`config.mk`:
```
export PLATFORM = sky130hd
export DESIGN_NAME = mul_seq_param
export DESIGN_NICKNAME = d
export VERILOG_FILES = /design/src/rtl/mul_seq_param.sv
export SDC_FILE = /design/constraint.sdc
export NUM_CORES = 1
export LEC_CHECK = 0
export CORE_MARGIN = 2
export CORE_UTILIZATION = 30
export DETAILED_ROUTE_END_ITERATION = 6
export PLACE_DENSITY = 0.46
export SYNTH_ARGS = -nofsm -noshare
export SYNTH_HDL_FRONTEND = slang
export SYNTH_SLANG_ARGS = --single-unit
```
`constraint.sdc`:
```
create_clock -name clk -period 13.18 [get_ports clk]
set_input_delay 2.636 -clock clk [delete_from_list [all_inputs] [get_ports clk]]
set_output_delay 2.636 -clock clk [all_outputs]
set_load 0.03 [all_outputs]
```
`src/rtl/mul_seq_param.sv`:
```
// Sequential shift-and-add multiplier, one partial product per clock, with
// signed/unsigned operand handling and an early exit for zero operands.
module mul_seq_param #(
  parameter int WIDTH = 16
) (
  input  logic                 clk,
  input  logic                 rst,
  input  logic                 start,
  input  logic                 signed_mode,
  input  logic [WIDTH-1:0]     a_in,
  input  logic [WIDTH-1:0]     b_in,
  output logic                 busy,
  output logic                 done,
  output logic [2*WIDTH-1:0]   product
);

  localparam int PW = 2 * WIDTH;
  localparam int CW = $clog2(WIDTH + 1);

  typedef enum logic [1:0] {
    IDLE,
    CALC,
    DONE
  } state_t;

  state_t state, state_next;

  logic [WIDTH-1:0] mcand, mplier;
  logic [WIDTH-1:0] a_mag, b_mag;
  logic [PW-1:0]    acc, addend, acc_next;
  logic [CW-1:0]    cnt;
  logic             neg;
  logic             last_step;
  logic             zero_op;

  // Magnitudes are taken in WIDTH bits; the most negative value maps onto
  // its own bit pattern, which reads correctly as an unsigned magnitude.
  always_comb begin
    a_mag     = (signed_mode && a_in[WIDTH-1]) ? -a_in : a_in;
    b_mag     = (signed_mode && b_in[WIDTH-1]) ? -b_in : b_in;
    zero_op   = (a_in == '0) || (b_in == '0);
    addend    = PW'(mcand) << cnt;
    acc_next  = mplier[0] ? (acc + addend) : acc;
    last_step = (cnt == CW'(WIDTH - 1));
  end

  always_ff @(posedge clk) begin
    if (rst) state <= IDLE;
    else     state <= state_next;
  end

  always_comb begin
    state_next = state;
    busy       = 1'b0;
    done       = 1'b0;
    case (state)
      IDLE: begin
        if (start) state_next = zero_op ? DONE : CALC;
      end
      CALC: begin
        busy = 1'b1;
        if (last_step) state_next = DONE;
      end
      DONE: begin
        busy       = 1'b1;
        done       = 1'b1;
        state_next = IDLE;
      end
      default: state_next = IDLE;
    endcase
  end

  // The final CALC step folds its own partial product straight into the
  // result, so product appears on the same edge that enters DONE.
  always_ff @(posedge clk) begin
    if (rst) begin
      mcand   <= '0;
      mplier  <= '0;
      acc     <= '0;
      cnt     <= '0;
      neg     <= 1'b0;
      product <= '0;
    end else begin
      case (state)
        IDLE: begin
          if (start) begin
            mcand  <= a_mag;
            mplier <= b_mag;
            neg    <= signed_mode & (a_in[WIDTH-1] ^ b_in[WIDTH-1]);
            acc    <= '0;
            cnt    <= '0;
            if (zero_op) product <= '0;
          end
        end
        CALC: begin
          acc    <= acc_next;
          mplier <= mplier >> 1;
          cnt    <= cnt + 1'b1;
          if (last_step) product <= neg ? -acc_next : acc_next;
        end
        default: ;
      endcase
    end
  end

endmodule

```
### Word-level counts from Yosys, hierarchy flattened

Cells that the tools add are included.

| storage, ports and cells | value |
|---|---|
| register bits | 104 |
| word-level logic and storage cells | 53 |

| cells by class | value |
|---|---|
| add/subtract/negate cells | 5 |
| equality and inequality tests | 6 |
| shift operators | 1 |
| multiplexer cells | 20 |
| bitwise logic cells | 2 |
| reductions and logical operators | 12 |

Operators with widths:

| kind | count |
|---|---|
| $mux W32 | 6 |
| $pmux W32 S2 | 2 |
| $mux W16 | 3 |
| $add A32 B32 Y32 | 1 |
| $logic_not A16 Y1 | 2 |
| $neg A16 Y16 | 2 |
| $neg A32 Y32 | 1 |
| $pmux W16 S2 | 1 |
| $shl A16 B5 Y32 | 1 |
| $pmux W5 S2 | 1 |
| $mux W2 | 3 |
| $ne A2 B2 Y1 const B | 3 |
| $reduce_and A2 Y1 | 3 |
| $add A5 B1 Y5 const B | 1 |
| $eq A5 B4 Y1 const B | 1 |
| $mux W5 | 1 |
| $pmux W2 S2 | 1 |
| $reduce_and A4 Y1 | 1 |
| $eq A2 B1 Y1 const B | 1 |
| $eq A2 B2 Y1 const B | 1 |
| $logic_and A1 B1 Y1 | 2 |
| $logic_not A2 Y1 | 1 |
| $mux W1 | 2 |
| $reduce_bool A2 Y1 | 1 |
| 4 further kinds | 4 |

### Depth between registers and ports, before layout

| depth | value |
|---|---|
| depth after elaboration | 7 |
| mapped depth | 22 |
| depth with buffers taken out | 19 |

### Worst setup path after synthesis

No wires, ideal clock.

| timing path | value |
|---|---|
| path type | reg2reg |
| start point | register cnt[1] |
| end point | register product[26] |
| setup time | 0.117 ns |
| arrival time | 5.374 ns |
| setup slack | 7.689 ns |
| cell stages (with the launch flop) | 21 |
| path buffers | 3 |
| clock period less this slack | 5.491 ns |
| cell sequence | dfxtp_1 -> clkbuf_1 -> buf_1 -> mux2_2 -> o21ai_0 -> o21ai_0 -> o21ai_0 -> nor2_1 -> ha_1 -> buf_4 -> nand2_1 -> o21a_1 -> and3_1 -> and3_1 -> a2111o_1 -> or4_4 -> or4b_4 -> or3_4 -> o31ai_4 -> xnor2_1 -> a22o_1 |

| between the ends | value |
|---|---|
| word-level cells in the longest chain between the ends | 7 |

Ends and longest elaborated chain:

| element | line | source |
|---|---|---|
| start, declared | 31 | `logic [CW-1:0] cnt;` |
| start signal, assigned | 98 | `cnt <= cnt + 1'b1;` |
| $shl A16 B5 Y32 | 42 | `addend = PW'(mcand) << cnt;` |
| $add A32 B32 Y32 | 43 | `acc_next = mplier[0] ? (acc + addend) : acc;` |
| $mux W32 | 43 |  |
| $neg A32 Y32 | 99 | `if (last_step) product <= neg ? -acc_next : acc_next;` |
| $mux W32 (2 in a row) | 99 |  |
| $pmux W32 S2 | 84 | `case (state)` |
| end signal, assigned | 99 |  |
| end, declared | 14 | `output logic [2*WIDTH-1:0] product` |

Parallel ways exist; a longest one is shown, timed or not. The select of a mux whose other input is x is not followed.
A chain may end at the register's enable or synchronous reset.

### Worst setup path in the final report

| timing path | value |
|---|---|
| start point | register cnt[0] |
| end point | register product[16] |

Same word-level chain as after synthesis.

==> results.yml <==
status:
  status: "complete, no violations"
critical_path:
  critPathMaxFanout: 24
  arrival_ns: 6.31
  crit_type: "flip-flop to flip-flop"
  crit_required_ns: 13.44
  timing.rr.end: "product[16]"
  reg2regPathDepth: 17
  reg2reg_from: "cnt[0]"
  start_kind: "flip-flop"
  worstSetupEndpointType: "flip-flop"
  rrSetupSlack_ns: 7.13
clocking:
  tritoncts: "yes"
  cts_resized: 0
  cts_max_level: 3
  clk_latency_ns: 0.36
  cts_root_buffer: "clkbuf_16"
  cts_made_buffers: 9
  post_cts_buffers: 0
  cts_max_path_buffers: 2
  cts_hold_buf: 0
  clk_pin_slew_worst_paths_ns: 0.08
  clock_sinks: 104
route:
  drt-vias-per-instance: 5.47
  antenna_left: 0
  post-route-drc-count: 0
  drt-pass1-iter-count: 5
  totalWireLength_um: 26700
  num_vias: 8208
  routedWlPerCell_um: 17.8
  first_iter_violations: 668
cells_and_area:
  syn_to_final_growth_pct: 14.8
  drive_above_1_share: 0.0543
  finalCoreUtilization: 0.352
  nets: 1231
  fillers: 2944
  num_antenna_cells: 0
  postLayoutCellArea_mm2: 0.00952
yosys:
  synth.area.mux_share: 0.0478
  synthDistinctLibCells: 73
  synth_area_mm2: 0.00830
  synth.avg_cell_area_um2: 7.31
  synth_area_leaders: "dfxtp_1, nor2_1, a21oi_1"
  ys_ff_latch: 104
  syn_inst: 1135
  yosys_warnings: 0
  synth_top_family_by_area: "compound AO/OA/AOI/OAI gates"
  synthAdderAreaFrac: 0.0612
  synth_flop_cell: "dfxtp_1"
  yosys.area.top_type: "dfxtp_1"
  async_flop_share: 0
  syn-num-nets: 1211
  synth_edf_count: 0
  synth-xor-area-share: 0.0707
  synthSimpleGateAreaFrac: 0.232
  synth_top_area_share: 0.251
  seq_area_frac_synth: 0.251
  synth_compound_area_frac: 0.292
timing:
  setup_violations: 0
  hold_viol_final: 0
  fin_crit_ns: 6.05
  clock.fmax_mhz: 165
  final.setup.tns_ns: 0
  grt_setup_unrepaired: "no"
  maxSlewViolCount: 0
  skew_ns: 0.00972
  fin_crit_sh: 0.459
  worstMarginPinSlew_ns: 1.24
  relSlewSlack: 0.168
floorplanning:
  die_y_um: 170
  rows: 60
  io_pins: 70
  start_util: 0.307
  die_x_um: 170
  die-area_mm2: 0.0290
  core_area_mm2: 0.0270
placement:
  dp_hpwl_um: 20400
  io_buffers: 69
  placed_area_mm2: 0.00923
  globalplace.congestion: 0.877
global_routing:
  grt_usage: 0.186
  overflow: 0
  grt_start_max_net_pins: 87
  grt_first_pass_wirelength_um: 42700
  grt_pass1_vias: 7678
  antenna_found_initial: 0
power:
  power.share.clock: 0.187
  powerDensity_mw_per_mm2: 153
  p_sw_uw: 701
  p_int_uw: 754
  p_comb_frac: 0.544
  switching_share: 0.482
  vdd.ir_drop.worst_uv: 123
  pwr-share-seq: 0.269
  leakage_nw: 3.60
worst_hold_path:
  min_path_type: "flip-flop to flip-flop"
  hold_end: "product[2]"
  hold_start: "product[2]"
  min_path_cells: 2
flow_run:
  maxCapViolCount: 0
-- per-stage QoR --
stage | worst slack (ns) | instances | total power, mW | hold slack [ns]
finish | 7.13 | 1501 | 1.46 | 0.451
global route | 6.64 | 1501 | 1.58 | 0.481
CTS | 7.19 | 1501 | 1.47 | 0.457
detailed placement | 6.95 | 1485 | 1.20 | 0.446
global placement | 6.98 | 1485 | 1.20 | 0.444
floorplan | 7.69 | 1135 | 0.974 | 0.454
-- how the worst max path moves through the flow --
stage / start / end / slack [ns] / cells after the start
5_1_grt: cnt[0] / product[31] / 6.64 / 19
6_report: cnt[0] / product[16] / 7.13 / 17
3_3_place_gp: a_in[0] / product[23] / 6.98 / 13
4_1_cts: cnt[0] / product[16] / 7.19 / 17
3_5_place_dp: a_in[0] / product[23] / 6.95 / 13
2_1_floorplan: cnt[1] / product[26] / 7.69 / 20
-- layout make-up --
class	instances	area, um^2	area share
Multi-Input combinational cell	935	5860	0.615
Clock buffer	9	225	0.0236
Sequential cell	104	2080	0.219
Inverter	23	86.3	0.00907
Clock inverter	7	63.8	0.00670
Timing Repair Buffer	82	783	0.0822
Tap cell	341	427	0.0448
-- layout by cell type, fill, tap and decap left out, types with 7 or more instances in the layout --
master	n
a211oi_1	21
a21o_1	14
a21oi_1	116
a22o_1	19
a22oi_1	41
and2_1	7
and3_1	11
buf_4	13
clkbuf_16	9
clkdlybuf4s50_1	68
dfxtp_1	104
ha_1	39
inv_1	21
mux2_2	11
mux2i_1	25
nand2_1	107
nand2b_1	11
nand3_1	20
nand4_1	16
nor2_1	174
nor2b_1	7
nor3_1	15
nor4_1	9
o21a_1	8
o21ai_0	68
o22ai_1	13
o31ai_1	10
or3_1	10
xnor2_1	43
xor2_1	24
-- metal layers --
layer	up-vias	global-route usage	wire [um]
met3	33	0.0258	935
met5	-	0	0
li1	4192	-	-
met4	0	0.0621	744
met1	3801	0.253	12800
met2	182	0.302	12200
-- power by group through the flow --
| stage | sequential, mW | combinational [mW] | clock [mW] |
|---|---|---|---|
| 3_5_place_dp | 0.399 | 0.797 | 0 |
| 6_report | 0.391 | 0.792 | 0.272 |
| 4_1_cts | 0.391 | 0.799 | 0.282 |
| 3_3_place_gp | 0.398 | 0.798 | 0 |
| 2_1_floorplan | 0.386 | 0.588 | 0 |
| 5_1_grt | 0.397 | 0.889 | 0.293 |
-- state kept, by name, summed over array words and instances, names as in the netlist --
name and count:
state 2, cnt 5, product 32, mplier 16, acc 32, mcand 16, neg 1
-- worst max-delay path, stage by stage, from the launching register on --
cell and delay [ns]:
dfxtp_1 0.84, inv_1 0.38, mux2_2 0.34, nor2_1 0.04
a21oi_1 0.26, nor2_1 0.10, ha_1 0.35, a21o_1 0.20
a221oi_1 0.64, xnor2_1 0.13, mux2i_1 0.37, nand4_1 0.32
or2_2 0.41, or4b_2 0.71, o31ai_1 0.39, nand2_1 0.12
xor2_1 0.18, a22o_1 0.18
-- synth_stat cells, types with 5 or more instances --
cell and instances:
a211oi_1 21, a21o_1 14, a21oi_1 116, a22o_1 19
a22oi_1 41, a31oi_1 6, and2_1 7, and3_1 11
buf_1 8, clkbuf_1 59, dfxtp_1 104, ha_1 39
inv_1 21, mux2_2 11, mux2i_1 25, nand2_1 107
nand2b_1 11, nand3_1 20, nand4_1 16, nor2_1 174
nor2b_1 7, nor3_1 16, nor4_1 9, o211ai_1 6
o21a_1 8, o21ai_0 68, o21ai_1 5, o21bai_1 5
o22ai_1 13, o31ai_1 10, or2_2 6, or3_1 10
xnor2_1 43, xor2_1 24
-- cell families (layout without fill, tap and decap cells) --
logic type / after synthesis / in the layout
AO/OA/AOI/OAI: 374 / 374
XOR/XNOR: 67 / 67
adder cells (fa/ha/maj): 40 / 40
buffers and inverters: 96 / 121
flip-flops: 104 / 104
multiplexers: 37 / 37
AND/OR/NAND/NOR: 417 / 417
Note: power is estimated with default switching activity, not from simulation.
